--- src/rtl/vga_text_overlay_pkg.sv ---
// Shared constants for the VGA text overlay: text window geometry, glyph
// codes understood by the font ROM, default colours and the swap-handshake
// state type.
package vga_text_overlay_pkg;

    // Text window: 16 columns x 4 rows of 8x16-pixel cells.
    localparam int unsigned TXT_COLS = 16;
    localparam int unsigned TXT_ROWS = 4;
    localparam int unsigned CELL_W   = 8;
    localparam int unsigned CELL_H   = 16;
    localparam int unsigned WIN_W    = TXT_COLS * CELL_W;   // 128 pixels
    localparam int unsigned WIN_H    = TXT_ROWS * CELL_H;   // 64 lines
    localparam int unsigned CELLS    = TXT_COLS * TXT_ROWS; // 64 cells per buffer

    // Glyph codes; 0-9 are the digits themselves.
    localparam logic [3:0] GLYPH_COLON = 4'hA;
    localparam logic [3:0] GLYPH_DASH  = 4'hB;
    localparam logic [3:0] GLYPH_A     = 4'hC;
    localparam logic [3:0] GLYPH_P     = 4'hD;
    localparam logic [3:0] GLYPH_M     = 4'hE;
    localparam logic [3:0] GLYPH_BLANK = 4'hF;

    // Default colours, {R4,G4,B4}.
    localparam logic [11:0] FG_DEFAULT     = 12'hFFF;
    localparam logic [11:0] BG_DEFAULT     = 12'h00F;
    localparam logic [11:0] OUT_BG_DEFAULT = 12'h000;

    // Front/back swap handshake.
    typedef enum logic {
        SWAP_IDLE,
        SWAP_PEND
    } swap_state_e;

endpackage

--- src/rtl/vga_text_overlay_font_rom.sv ---
// 8x16 glyph ROM for the text overlay: 16 glyphs x 16 lines = 256 bytes.
// Ports:
//   clk, reset : clock, asynchronous active-high reset (row clears to 0)
//   p_tick     : clock enable; the output row updates only on enabled edges
//   addr       : {glyph code[3:0], glyph line[3:0]}
//   row        : registered 8-bit glyph line, bit 7 = leftmost pixel
module font_rom
    import vga_text_overlay_pkg::*;
(
    input  logic       clk,
    input  logic       reset,
    input  logic       p_tick,
    input  logic [7:0] addr,
    output logic [7:0] row
);

    // One glyph as 16 bytes, line 0 in the top byte.
    logic [127:0] glyph;
    logic [6:0]   base;
    logic [7:0]   row_next;

    always_comb begin
        glyph = '0;
        unique case (addr[7:4])
            4'h0:        glyph = 128'h0000_7CC6_C6CE_DEF6_E6C6_C67C_0000_0000;
            4'h1:        glyph = 128'h0000_1838_7818_1818_1818_187E_0000_0000;
            4'h2:        glyph = 128'h0000_7CC6_060C_1830_60C0_C6FE_0000_0000;
            4'h3:        glyph = 128'h0000_7CC6_0606_3C06_0606_C67C_0000_0000;
            4'h4:        glyph = 128'h0000_0C1C_3C6C_CCFE_0C0C_0C1E_0000_0000;
            4'h5:        glyph = 128'h0000_FEC0_C0C0_FC06_0606_C67C_0000_0000;
            4'h6:        glyph = 128'h0000_3860_C0C0_FCC6_C6C6_C67C_0000_0000;
            4'h7:        glyph = 128'h0000_FEC6_0606_0C18_3030_3030_0000_0000;
            4'h8:        glyph = 128'h0000_7CC6_C6C6_7CC6_C6C6_C67C_0000_0000;
            4'h9:        glyph = 128'h0000_7CC6_C6C6_7E06_0606_0C78_0000_0000;
            GLYPH_COLON: glyph = 128'h0000_0000_1818_0000_0018_1800_0000_0000;
            GLYPH_DASH:  glyph = 128'h0000_0000_0000_00FE_0000_0000_0000_0000;
            GLYPH_A:     glyph = 128'h0000_1038_6CC6_C6FE_C6C6_C6C6_0000_0000;
            GLYPH_P:     glyph = 128'h0000_FC66_6666_7C60_6060_60F0_0000_0000;
            GLYPH_M:     glyph = 128'h0000_C6EE_FEFE_D6C6_C6C6_C6C6_0000_0000;
            GLYPH_BLANK: glyph = '0;
        endcase
        // Top bit of line L is 127 - 8*L, which in 7 bits is ~{L,3'b000}.
        base     = {~addr[3:0], 3'b111};
        row_next = glyph[base -: 8];
    end

    always_ff @(posedge clk or posedge reset) begin
        if (reset) begin
            row <= '0;
        end else if (p_tick) begin
            row <= row_next;
        end
    end

endmodule

--- src/rtl/vga_text_overlay.sv ---
// Text overlay pixel stage placed after the VGA sync generator. Renders a
// 16x4 window of 8x16 glyphs from a double-buffered character store and
// emits registered RGB with hsync/vsync delayed to match the 3-stage pipeline.
// Ports:
//   clk, reset          : clock, asynchronous active-high reset
//   p_tick              : pixel enable; all pipeline stages advance on it
//   pixel_x, pixel_y    : current pixel coordinates from the sync generator
//   video_on            : visible-area flag
//   hsync_i, vsync_i    : syncs from the generator
//   wr_en/addr/data     : back-buffer write port (addr = row*16 + col)
//   swap_req            : request a front/back exchange at line VD, column 0
//   swap_ack, swap_pend : commit pulse / request outstanding
//   rgb                 : pixel colour {R4,G4,B4}
//   hsync_o, vsync_o    : syncs delayed 3 pixel ticks
module vga_text_overlay
    import vga_text_overlay_pkg::*;
#(
    parameter int unsigned X0     = 256,
    parameter int unsigned Y0     = 208,
    parameter int unsigned VD     = 480,
    parameter logic [11:0] FG     = FG_DEFAULT,
    parameter logic [11:0] BG     = BG_DEFAULT,
    parameter logic [11:0] OUT_BG = OUT_BG_DEFAULT
) (
    input  logic        clk,
    input  logic        reset,
    input  logic        p_tick,
    input  logic [9:0]  pixel_x,
    input  logic [9:0]  pixel_y,
    input  logic        video_on,
    input  logic        hsync_i,
    input  logic        vsync_i,
    input  logic        wr_en,
    input  logic [5:0]  wr_addr,
    input  logic [3:0]  wr_data,
    input  logic        swap_req,
    output logic        swap_ack,
    output logic        swap_pend,
    output logic [11:0] rgb,
    output logic        hsync_o,
    output logic        vsync_o
);

    // ---------------- character store and swap handshake ----------------
    // Both buffers in one array: index = {buffer, cell}.
    logic [3:0]  char_mem [0:2*CELLS-1];
    logic        front_sel;
    swap_state_e swap_state, swap_next;
    logic        commit;

    always_comb begin
        swap_next = swap_state;
        commit    = 1'b0;
        unique case (swap_state)
            SWAP_IDLE: begin
                if (swap_req) swap_next = SWAP_PEND;
            end
            SWAP_PEND: begin
                if (p_tick && pixel_x == 10'd0 && pixel_y == 10'(VD)) begin
                    commit    = 1'b1;
                    // A request arriving on the commit clock queues the next swap.
                    swap_next = swap_req ? SWAP_PEND : SWAP_IDLE;
                end
            end
        endcase
    end

    always_ff @(posedge clk or posedge reset) begin
        if (reset) begin
            swap_state <= SWAP_IDLE;
            front_sel  <= 1'b0;
            swap_ack   <= 1'b0;
        end else begin
            swap_state <= swap_next;
            swap_ack   <= commit;
            if (commit) front_sel <= ~front_sel;
        end
    end

    assign swap_pend = (swap_state == SWAP_PEND);

    // Writes use the pre-toggle select, so a write on the commit clock
    // lands in the buffer that becomes front.
    always_ff @(posedge clk or posedge reset) begin
        if (reset) begin
            for (int unsigned i = 0; i < 2 * CELLS; i++) char_mem[i] <= GLYPH_BLANK;
        end else if (wr_en) begin
            char_mem[{~front_sel, wr_addr}] <= wr_data;
        end
    end

    // ---------------- window geometry ----------------
    // 11-bit differences: bit 10 set means the pixel is left of / above the window.
    logic [10:0] dx, dy;
    logic        in_win;
    logic [5:0]  cell_addr;

    always_comb begin
        dx        = {1'b0, pixel_x} - 11'(X0);
        dy        = {1'b0, pixel_y} - 11'(Y0);
        in_win    = !dx[10] && (dx < 11'(WIN_W)) && !dy[10] && (dy < 11'(WIN_H));
        cell_addr = {dy[5:4], dx[6:3]};
    end

    // ---------------- S1: character fetch ----------------
    logic [3:0] s1_code, s1_line;
    logic [2:0] s1_bit;
    logic       s1_win, s1_von, s1_hs, s1_vs;

    always_ff @(posedge clk or posedge reset) begin
        if (reset) begin
            s1_code <= '0;
            s1_line <= '0;
            s1_bit  <= '0;
            s1_win  <= 1'b0;
            s1_von  <= 1'b0;
            s1_hs   <= 1'b0;
            s1_vs   <= 1'b0;
        end else if (p_tick) begin
            s1_code <= char_mem[{front_sel, cell_addr}];
            s1_line <= dy[3:0];
            s1_bit  <= 3'd7 - dx[2:0];
            s1_win  <= in_win;
            s1_von  <= video_on;
            s1_hs   <= hsync_i;
            s1_vs   <= vsync_i;
        end
    end

    // ---------------- S2: font lookup ----------------
    logic [7:0] font_row;
    logic [2:0] s2_bit;
    logic       s2_win, s2_von, s2_hs, s2_vs;

    font_rom u_font_rom (
        .clk    (clk),
        .reset  (reset),
        .p_tick (p_tick),
        .addr   ({s1_code, s1_line}),
        .row    (font_row)
    );

    always_ff @(posedge clk or posedge reset) begin
        if (reset) begin
            s2_bit <= '0;
            s2_win <= 1'b0;
            s2_von <= 1'b0;
            s2_hs  <= 1'b0;
            s2_vs  <= 1'b0;
        end else if (p_tick) begin
            s2_bit <= s1_bit;
            s2_win <= s1_win;
            s2_von <= s1_von;
            s2_hs  <= s1_hs;
            s2_vs  <= s1_vs;
        end
    end

    // ---------------- S3: colour select ----------------
    always_ff @(posedge clk or posedge reset) begin
        if (reset) begin
            rgb     <= '0;
            hsync_o <= 1'b0;
            vsync_o <= 1'b0;
        end else if (p_tick) begin
            if (!s2_von)                rgb <= '0;
            else if (!s2_win)           rgb <= OUT_BG;
            else if (font_row[s2_bit])  rgb <= FG;
            else                        rgb <= BG;
            hsync_o <= s2_hs;
            vsync_o <= s2_vs;
        end
    end

endmodule

--- config.mk ---
export PLATFORM = sky130hd
export DESIGN_NAME = vga_text_overlay
export DESIGN_NICKNAME = d
export VERILOG_FILES = /design/src/rtl/vga_text_overlay_pkg.sv /design/src/rtl/vga_text_overlay_font_rom.sv /design/src/rtl/vga_text_overlay.sv
export SDC_FILE = /design/constraint.sdc
export NUM_CORES = 1
export LEC_CHECK = 0
export ABC_AREA = 1
export CAP_MARGIN = 25
export CORE_UTILIZATION = 45
export DETAILED_ROUTE_END_ITERATION = 8
export DONT_BUFFER_PORTS = 1
export PLACE_DENSITY = 0.58
export SLEW_MARGIN = 20
export SYNTH_ARGS = -nofsm -noshare
export SYNTH_HDL_FRONTEND = slang
export SYNTH_HIERARCHICAL = 1
export SYNTH_SLANG_ARGS = --single-unit
--- constraint.sdc ---
create_clock -name clk -period 22.9 [get_ports clk]
set_clock_uncertainty 0.05 [all_clocks]
set_input_delay 4.58 -clock clk [delete_from_list [all_inputs] [get_ports clk]]
set_output_delay 4.58 -clock clk [all_outputs]
set_load 0.01 [all_outputs]
# [Yosys cells after proc, flatten, opt, wreduce, memory -nomap -nowiden]
# Memory sizes are Yosys's and may differ from the RTL's.
# Cells that the tools add are included.
[op_classes] eq_ne=1 reduce_logical=9 n_lt_le_gt_ge=6 addsub=3 bitwise=5 muxes=16 shift=1
[op_table] op="512-bit bitwise mux" n=1
[op_table] op="135-bit by 8-bit variable part select with 8-bit output" n=1
[op_table] op="12-bit two-way mux" n=3
[op_table] op="4-bit binary-select mux with 7-bit select" n=1
[op_table] op="4-bit demux with 7-bit select" n=1
[op_table] op="8-bit greater-or-equal comparator, second input constant" n=2
[op_table] op="7-bit inverter with 8-bit output" n=2
[op_table] op="4-bit two-way mux" n=3
[op_table] op="11-bit by 7-bit less-than comparator with 1-bit output, second input constant" n=1
[op_table] op="11-bit by 8-bit less-than comparator with 1-bit output, second input constant" n=1
[op_table] op="10-bit by 8-bit subtractor with 11-bit output, second input constant" n=1
[op_table] op="10-bit by 9-bit subtractor with 11-bit output, second input constant" n=1
[op_table] op="10-bit by 9-bit == test with 1-bit output, second input constant" n=1
[op_table] op="10-bit logical NOT" n=1
[op_table] op="8-bit by 1-bit less-than comparator with 1-bit output, second input constant" n=1
[op_table] op="1-bit logical AND" n=6
[op_table] op="1-bit two-way mux" n=5
[op_table] op="3-bit by 4-bit less-than comparator with 1-bit output, second input constant" n=1
[op_table] op="4-bit inverter" n=1
[op_table] op="1-bit binary-select mux with 3-bit select" n=1
[op_table] op="3-bit subtractor, first input constant" n=1
[op_table] op="1-bit logical NOT" n=2
[op_table] op="1-bit inverter" n=2
[op_table] op="1-bit case mux with 2 select lines" n=1
[word_totals] wordCells=189 romBits=1120 out_inout_bits=16 reg_bits=559 n_memories=1
[mem_list] name="(name not given)" words=16 word_bits=70 rd=1 rd_ports_with_merged_regs=0 wr=0 line_no="vga_text_overlay_font_rom.sv:24" source="unique case (addr[7:4])"

# [Longest topological paths before layout]
# Gate-level depths: netlist (run 1).
[depth] depth_word=7 ltp_mapped=14 mapped_depth_nobuf=14

# [By module]
# Netlist (run 1), hierarchy kept.
[by_module_without_submodules] mod="vga_text_overlay" area_each_um2=26724.4 cells_per_inst=3323 seq_area_each_um2=14178.6 instances=1
[by_module_without_submodules] mod="font_rom" area_each_um2=1665.3 cells_per_inst=325 seq_area_each_um2=175.2 instances=1

# [Least setup slack after synthesis (run 1)]
# Ideal clock, no wire load.
[synth_path] path_type="input -> register" from="in pixel_y[4]" to="reg s1_code[0]" cell_stages=10 slack_ns=16.481 t_arrival_ns=6.250 path_cell_list="clkbuf_1 clkinv_1 clkbuf_1 ha_1 clkbuf_1 inv_1 nand3_1 nand3_1 nand3_1 nand2_1"
[synth_between] elab_chain_len=5
[synth_lines] element="from (decl)" line_no="vga_text_overlay.sv:29" source="input logic [9:0] pixel_y,"
[synth_lines] element="10-bit by 8-bit subtractor with 11-bit output" line_no="vga_text_overlay.sv:100" source="dy = {1'b0, pixel_y} - 11'(Y0);"
[synth_lines] element="7-bit inverter with 8-bit output (implied by the code)" line_no="vga_text_overlay.sv:120" source="s1_code <= char_mem[{front_sel, cell_addr}];"
[synth_lines] element="4-bit binary-select mux with 7-bit select" line_no="vga_text_overlay.sv:120"
[synth_lines] element="4-bit two-way mux (implied by the code) (2 in a row)" line_no="vga_text_overlay.sv:120"
[synth_lines] element="to (signal assigned)" line_no="vga_text_overlay.sv:120"
[synth_lines] element="to (decl)" line_no="vga_text_overlay.sv:106" source="logic [3:0] s1_code, s1_line;"
# No other way between the ends. The select of a mux whose other input is x is not followed.
# A chain may end at the register's enable or synchronous reset.

# [Final worst setup path (run 1)]
[layout_path] from="in pixel_x[3]" to="reg s1_code[2]"
[layout_between] elab_chain_len=5
[layout_lines] element="from (decl)" line_no="vga_text_overlay.sv:28" source="input logic [9:0] pixel_x,"
[layout_lines] element="10-bit by 9-bit subtractor with 11-bit output" line_no="vga_text_overlay.sv:99" source="dx = {1'b0, pixel_x} - 11'(X0);"
[layout_lines] element="7-bit inverter with 8-bit output (implied by the code)" line_no="vga_text_overlay.sv:120"
[layout_lines] element="4-bit binary-select mux with 7-bit select" line_no="vga_text_overlay.sv:120"
[layout_lines] element="4-bit two-way mux (implied by the code) (2 in a row)" line_no="vga_text_overlay.sv:120"
# No other way between the ends. The select of a mux whose other input is x is not followed.

==> results of run 1 <==
## path summary, 6_finish.rpt
kind	to	cells after the start	startpoint	slack, ps
worst max register to register	u_font_rom/row[1]	12	s1_code[0]	20280
min in group asynchronous	u_font_rom/row[3]	1	reset	3720
max in group asynchronous	char_mem[447]	4	reset	16710
worst min register to register	s2_bit[2]	2	s1_bit[2]	420
worst min-delay path	s2_bit[2]	2	s1_bit[2]	420
worst max-delay path	s1_code[2]	12	pixel_x[3]	15210
## cell families after synthesis
logic type      after synthesis  share of synthesized area (%)
simple gates               1877                          28.34
flops                       548                          50.56
other cells                   1                        0.01321
compound gates              668                          12.60
buf+inv                     541                          7.937
fa+ha+maj                    11                         0.4848
xor+xnor                      1                        0.03086
mux                           1                        0.03526
## power groups by stage
stage | combinational [W] | clock, W | sequential, W
5_1_grt | 0.000339 | 0.00106 | 0.00114
4_1_cts | 0.000297 | 0.00103 | 0.00113
3_3_place_gp | 0.000294 | 0 | 0.00114
2_1_floorplan | 0.000236 | 0 | 0.00113
3_5_place_dp | 0.000296 | 0 | 0.00114
6_report | 0.000297 | 0.00100 | 0.00113
## worst reg2reg max path, delay by kind of cell (launching register included)
| kind | cells | cell delay (ps) |
|---|---|---|
| AO/OA/AOI/OAI | 2 | 200 |
| adder cells (fa/ha/maj) | 1 | 400 |
| buffers and inverters | 2 | 360 |
| flip-flops | 1 | 610 |
| AND/OR/NAND/NOR | 7 | 840 |
## metal layers
layer  vias up  track usage, %  share of wire [%]
met5         -               0                  0
li1      11540               -                  -
met2       701           43.56                 46
met3       183           3.721                5.5
met4         0           10.27                3.6
met1     11420           36.63                 45
## cells in the mapped netlist, types with 4 or more instances
master	count	area share [%]
dfrtp_1	36	3.2
buf_1	19	0.25
nor3_1	14	0.25
nand4_1	4	0.088
o21ai_0	525	9.3
dfstp_2	512	47
nand2_1	1267	17
nand3_1	399	7.0
inv_1	320	4.2
buf_2	51	0.90
inv_2	13	0.17
nor2_1	95	1.3
clkbuf_1	106	1.4
buf_6	5	0.20
o21ai_1	21	0.37
a21oi_1	29	0.51
o211ai_1	84	2.2
nand2_2	5	0.11
buf_4	18	0.48
or2_2	39	0.86
ha_1	11	0.48
nor4_4	6	0.45
nand2_4	15	0.59
nor2_2	18	0.40
clkbuf_8	4	0.19
## stage by stage
step	total power (W)	std cells	utilization (%)
6_report	0.002431	4428	49.64
3_3_place_gp	0.001434	4310	46.23
3_5_place_dp	0.001438	4311	46.26
4_1_cts	0.002452	4427	49.59
2_1_floorplan	0.001363	3648	-
5_1_grt	0.002538	4428	49.64
## registers in the layout (all words and copies together) (netlist names)
register,flops
s2_von,1
s1_vs,1
vsync_o,1
char_mem,512
u_font_rom/row,7
s1_von,1
s2_win,1
swap_ack,1
swap_pend,1
s2_vs,1
s2_bit,3
rgb,2
s1_hs,1
s1_bit,3
front_sel,1
s1_win,1
s2_hs,1
s1_line,4
hsync_o,1
s1_code,4
## cell type report
cell class,count,area (µm²)
multi-input cells,2559,11780
clock inverters,26,297.8
flip-flops and latches,548,14350
repair buffers,31,269.0
inverters,337,1285
clock buffers,90,1767
fillers,6030,31250
well taps,837,1047
==> summary.md, run 1 <==
| Metric | Value |
|---|---|
| Status | complete, no violations |
| Kind of critical path | primary input to flop |
| CP Launch Type | primary input |
| Die area | 0.06410 mm² |
| CTS Hold Buffers Added | 0 |
| Pleak | 12.78 nW |
| Mean area per synthesized cell | between 7 and 8 µm² |
| CTS root buffer | clkbuf_16 |
| Crit path top cell by count | nand3_1 |
| WP buf/inv | 3 |
| Total track usage | 26.92% |
| N_diodes | 0 |
| DRT Pass-1 Iters | 6 |
| Worst setup margin | ~15,000 ps |
| Pin slew with the least headroom to its limit | 1012 ps |
| Worst hold path class | flop to flop |
| Initial Util | a little under half |
| CP max stage delay | 800 ps |
| I/O pin cnt | between 50 and 60 |
| Flop pwr share | between 40% and 50% |
| DRT iter0 DRCs | around 1,900 |
| Final net count | between 3,000 and 4,000 |
| Final instance area | 0.03080 mm² |
| Most frequent cells in the layout | 1,267 x nand2_1, 525 x o21ai_0, 512 x dfstp_2 |
| Worst Path Required | between 20,000 and 25,000 ps |
| # resized after CTS | 0 |
| Comb pwr share | roughly an eighth |
| Hpwl dp | ~52,000 µm |
| Data arrival, critical path | approximately 8200 ps |
| Number of synthesized flops with an enable pin | 0 |
| Net load switching power | around 0.00066 W |
| CTS tree | done |
| Worst skew pair latency | 650 ps |
| Power per cell area | 78.92 mW/mm² |
| Clk pwr share | 41.3% |
| Unique masters post-synth | 47 |
| Layout cells sized above 1 | approximately a fifth |
| CORE AREA | between 0.06 and 0.07 mm² |
| Max_cap viols | 0 |
| Syn Inst Count | 3,648 |
| CP Capture Type | flop |
| Synth Cell Area | around 0.028 mm² |
| Max Freq | between 0.1 and 0.15 GHz |
| Reg clk slew, reported paths | around 60 ps |
| Routed WL | between 80,000 and 90,000 µm |
| Crit Path Max Fanout | 340 |
| Cell row count | 91 |
| Largest net degree at the start of global routing | ~340 |
| Worst hold margin | 420.5 ps |
| RSZ-0062 raised after global routing | false |
| Switching share of power | roughly 27% |
| Setup total negative slack | 0 ps |
| Total CTS buffers | ~60 |
| First-pass GRT wire length | ~130,000 µm |
| Number of setup buffers added after CTS | 0 |
| CP delay by family, top | buffers and inverters |
| Ys Warns | 6 |
| Worst slew margin | between 30% and 40% |
| Final Hold Fails | 0 |
| Internal Power | between 0.0015 and 0.002 W |
| Clk buf depth | 3 |
| Sink Count | between 500 and 600 |
| Async S/R FF share, synth | 100.0% |
| Primary FF master, synth | dfstp_2 |
| Commonest non-fill, non-tap cell in the layout | nand2_1 |
| H-tree depth | 2 |
| Initial antenna violation count | 1 |
| Die Y | roughly 250 µm |
| Antenna violation net count after detailed routing | 0 |
| Register area share after synthesis | between 50% and 60% |
| P&R area growth vs syn | 8.497% |
| Fin crit share | around a third |
| DRC Markers | 0 |
| GP Congestion | around 0.94 |
| Crit-path cells | inv_4 -> buf_4 -> buf_4 -> nand2_1 -> nand3_1 -> nand3_1 -> nand3_1 -> nand3_1 -> nand3_1 -> nand3_1 -> nand3_1 -> nand2_1 |
| Via count | ~24,000 |
| Chip Width | around 250 µm |
| Slowest CP cell | inv_4 |
| Vias in the first global route | 23,280 |
| I/O Buffers | 0 |
| Yosys reg bits | between 500 and 600 |
| Worst VDD drop | 67.69 µV |
| Final Max Tran Viols | 0 |
| Post-layout minimum cycle time | ~7700 ps |
| Placed Area | 0.02871 mm² |
| Vias/cell | between 5 and 6 |
| Final setup fails | 0 |
| Grt ovf | 0 |
| Post-synthesis net count | approximately 3,700 |
| Wire per inst | approximately 19 µm |
| Pre-CTS setup slack | around 15,000 ps |
No activity file was read; power rests on OpenSTA's default activity.
==> run 2, diff against run 1 <==
clock period = 8.05 ns   (was 22.9 ns; I/O delays follow)
==> run 2 against run 1 <==
Setup slack lost 11000 ps. Sequential power rose to 2.8 times the previous value. Non-clock buffer count shrank 3. Routed wire length is 2.1% higher. Hold slack got worse by 1.0 ps. Clock power increased to 3.0 times the previous value. Combinational power grew to 2.8 times the previous value. Critical path type unchanged. Largest power group unchanged.
==> summary.md, run 2 (same netlist as run 1, synthesis figures left out) <==
| Metric | Value |
|---|---|
| Worst VDD drop | ~160 µV |
| Most frequent cells in the layout | 1,267 x nand2_1, 525 x o21ai_0, 512 x dfstp_2 |
| Final Max Tran Viols | 0 |
| Placed Area | 0.02870 mm² |
| Grt peak-use layer | met2 |
| Worst skew pair latency | 650 ps |
| Number of setup buffers added after CTS | 0 |
| CTS Hold Buffers Added | 0 |
| Sink Count | 548 |
| Initial antenna violation count | 0 |
| Antenna violation net count after detailed routing | 0 |
| Wire per inst | ~19 µm |
| Filler Cell Count | 6,056 |
| N_diodes | 0 |
| Most flops, register | char_mem |
| H-tree depth | 2 |
| Global-route met1 utilization | a little over a third |
| Largest net degree at the start of global routing | ~340 |
| DP Cell Count | approximately 4,300 |
| CTS tree | done |
| Crit Path Max Fanout | between 300 and 400 |
| Final instance area | between 0.03 and 0.04 mm² |
| Power per cell area | 227.9 mW/mm² |
| Worst hold path class | flop to flop |
| Vias/cell | 5.366 |
| CP Capture Type | flop |
| Clk buf depth | 3 |
| Cell row count | between 90 and 100 |
| DRT iter0 DRCs | around 2,100 |
| Met3 usage | approximately 4.4% |
| Pin slew with the least headroom to its limit | ~1100 ps |
| I/O Buffers | 0 |
| # resized after CTS | 0 |
| Max Freq | ~0.25 GHz |
| Total track usage | between 20 and 30% |
| Total CTS buffers | 60 |
| Hold Path Cell Cnt | 2 |
| Vias in the first global route | 23,300 |
| Worst slew margin | ~28% |
| Multi-input combinational cell area | roughly 0.012 mm² |
| R2R cell count | 12 |
| RSZ-0062 raised after global routing | false |
| CTS root buffer | clkbuf_16 |
| Data arrival, critical path | 4430 ps |
| Post-layout minimum cycle time | between 3000 and 4000 ps |
| Status | complete, no violations |
| Storage cell area | 0.01435 mm² |
| Largest registers | char_mem: 512 flops, u_font_rom/row: 7 flops |
| DRC Markers | 0 |
| Die area | about 0.064 mm² |
| Worst hold margin | approximately 420 ps |
| Pleak | roughly 13 nW |
| Hpwl dp | between 50,000 and 60,000 µm |
| Via count | 23,720 |
| Kind of critical path | primary input to flop |
| Reg clk slew, reported paths | 60 ps |
| Max reg flops | roughly 510 |
| CP Launch Type | primary input |
| Chip Width | approximately 250 µm |
| Layout cells sized above 1 | between 20% and 30% |
| Max_cap viols | 0 |
| Initial Util | between 40% and 50% |
| Fin crit share | between 40% and 50% |
| I/O pin cnt | 54 |
| Final Hold Fails | 0 |
| Routed WL | about 86,000 µm |
| Final setup fails | 0 |
| Post-Layout Cell Count | about 4,400 |
| Worst Path Required | 8510 ps |
| GP Congestion | 0.8990 |
| First-pass GRT wire length | 135,100 µm |
| DRT Pass-1 Iters | 5 |
| Grt ovf | 0 |
| Final net count | between 3,000 and 4,000 |
| Die Y | roughly 250 µm |
| Met2 Track Usage GR | between 40% and 50% |
| P&R area growth vs syn | 8.837% |
| Commonest non-fill, non-tap cell in the layout | nand2_1 |
| CORE AREA | 0.06205 mm² |
## run 2: metal layers
metal	vias to the layer above	share of wire (%)
met5	-	0
li1	11540	-
met2	590	47
met3	155	5.3
met4	0	3.4
met1	11430	44
## run 2: worst max-delay path, stage by stage
cell     delay, ps
inv_6          580
buf_16         320
buf_4          500
nand2_1        100
nand3_1         90
nand3_1         70
nand3_1        140
nand3_1        160
nand3_1        120
nand3_1         90
nand3_1         90
nand2_1         50
## run 2: path summary, 6_finish.rpt
path / slack (ps) / to / from
setup / recovery: 4070 / s1_code[2] / pixel_x[3]
hold / removal: 420 / char_mem[134] / char_mem[134]
setup reg to reg: 5300 / u_font_rom/row[1] / s1_code[0]
hold reg to reg: 420 / char_mem[134] / char_mem[134]
max in group asynchronous: 5380 / char_mem[324] / reset
min in group asynchronous: 760 / u_font_rom/row[4] / reset
## run 2: cell type report
class                      instances  area share, %
multi-input combinational       2559          38.13
clock inverter                    32          1.340
sequential                       548          46.45
tap                              837          3.389
timing repair buffer              28         0.9071
clock buffer                      80          5.621
inverter                         337          4.155
## run 2: report_power, final
part / internal [W] / switching [W]
Clock: 0.00178 / 0.00120
Sequential: 0.00310 / 0.000124
Combinational: 0.000267 / 0.000578
## run 2: per-stage QoR
| stage | setup slack (ps) | setup TNS, ps | util [%] | total power (W) |
|---|---|---|---|---|
| 2_1_floorplan | -550.0 | -15950 | - | 0.003882 |
| 6_report | 4073 | 0 | 49.79 | 0.007043 |
| 4_1_cts | 4511 | 0 | 49.72 | 0.007101 |
| 5_1_grt | 4283 | 0 | 49.79 | 0.007345 |
| 3_3_place_gp | 3860 | 0 | 46.25 | 0.004089 |
| 3_5_place_dp | 3846 | 0 | 46.25 | 0.004102 |
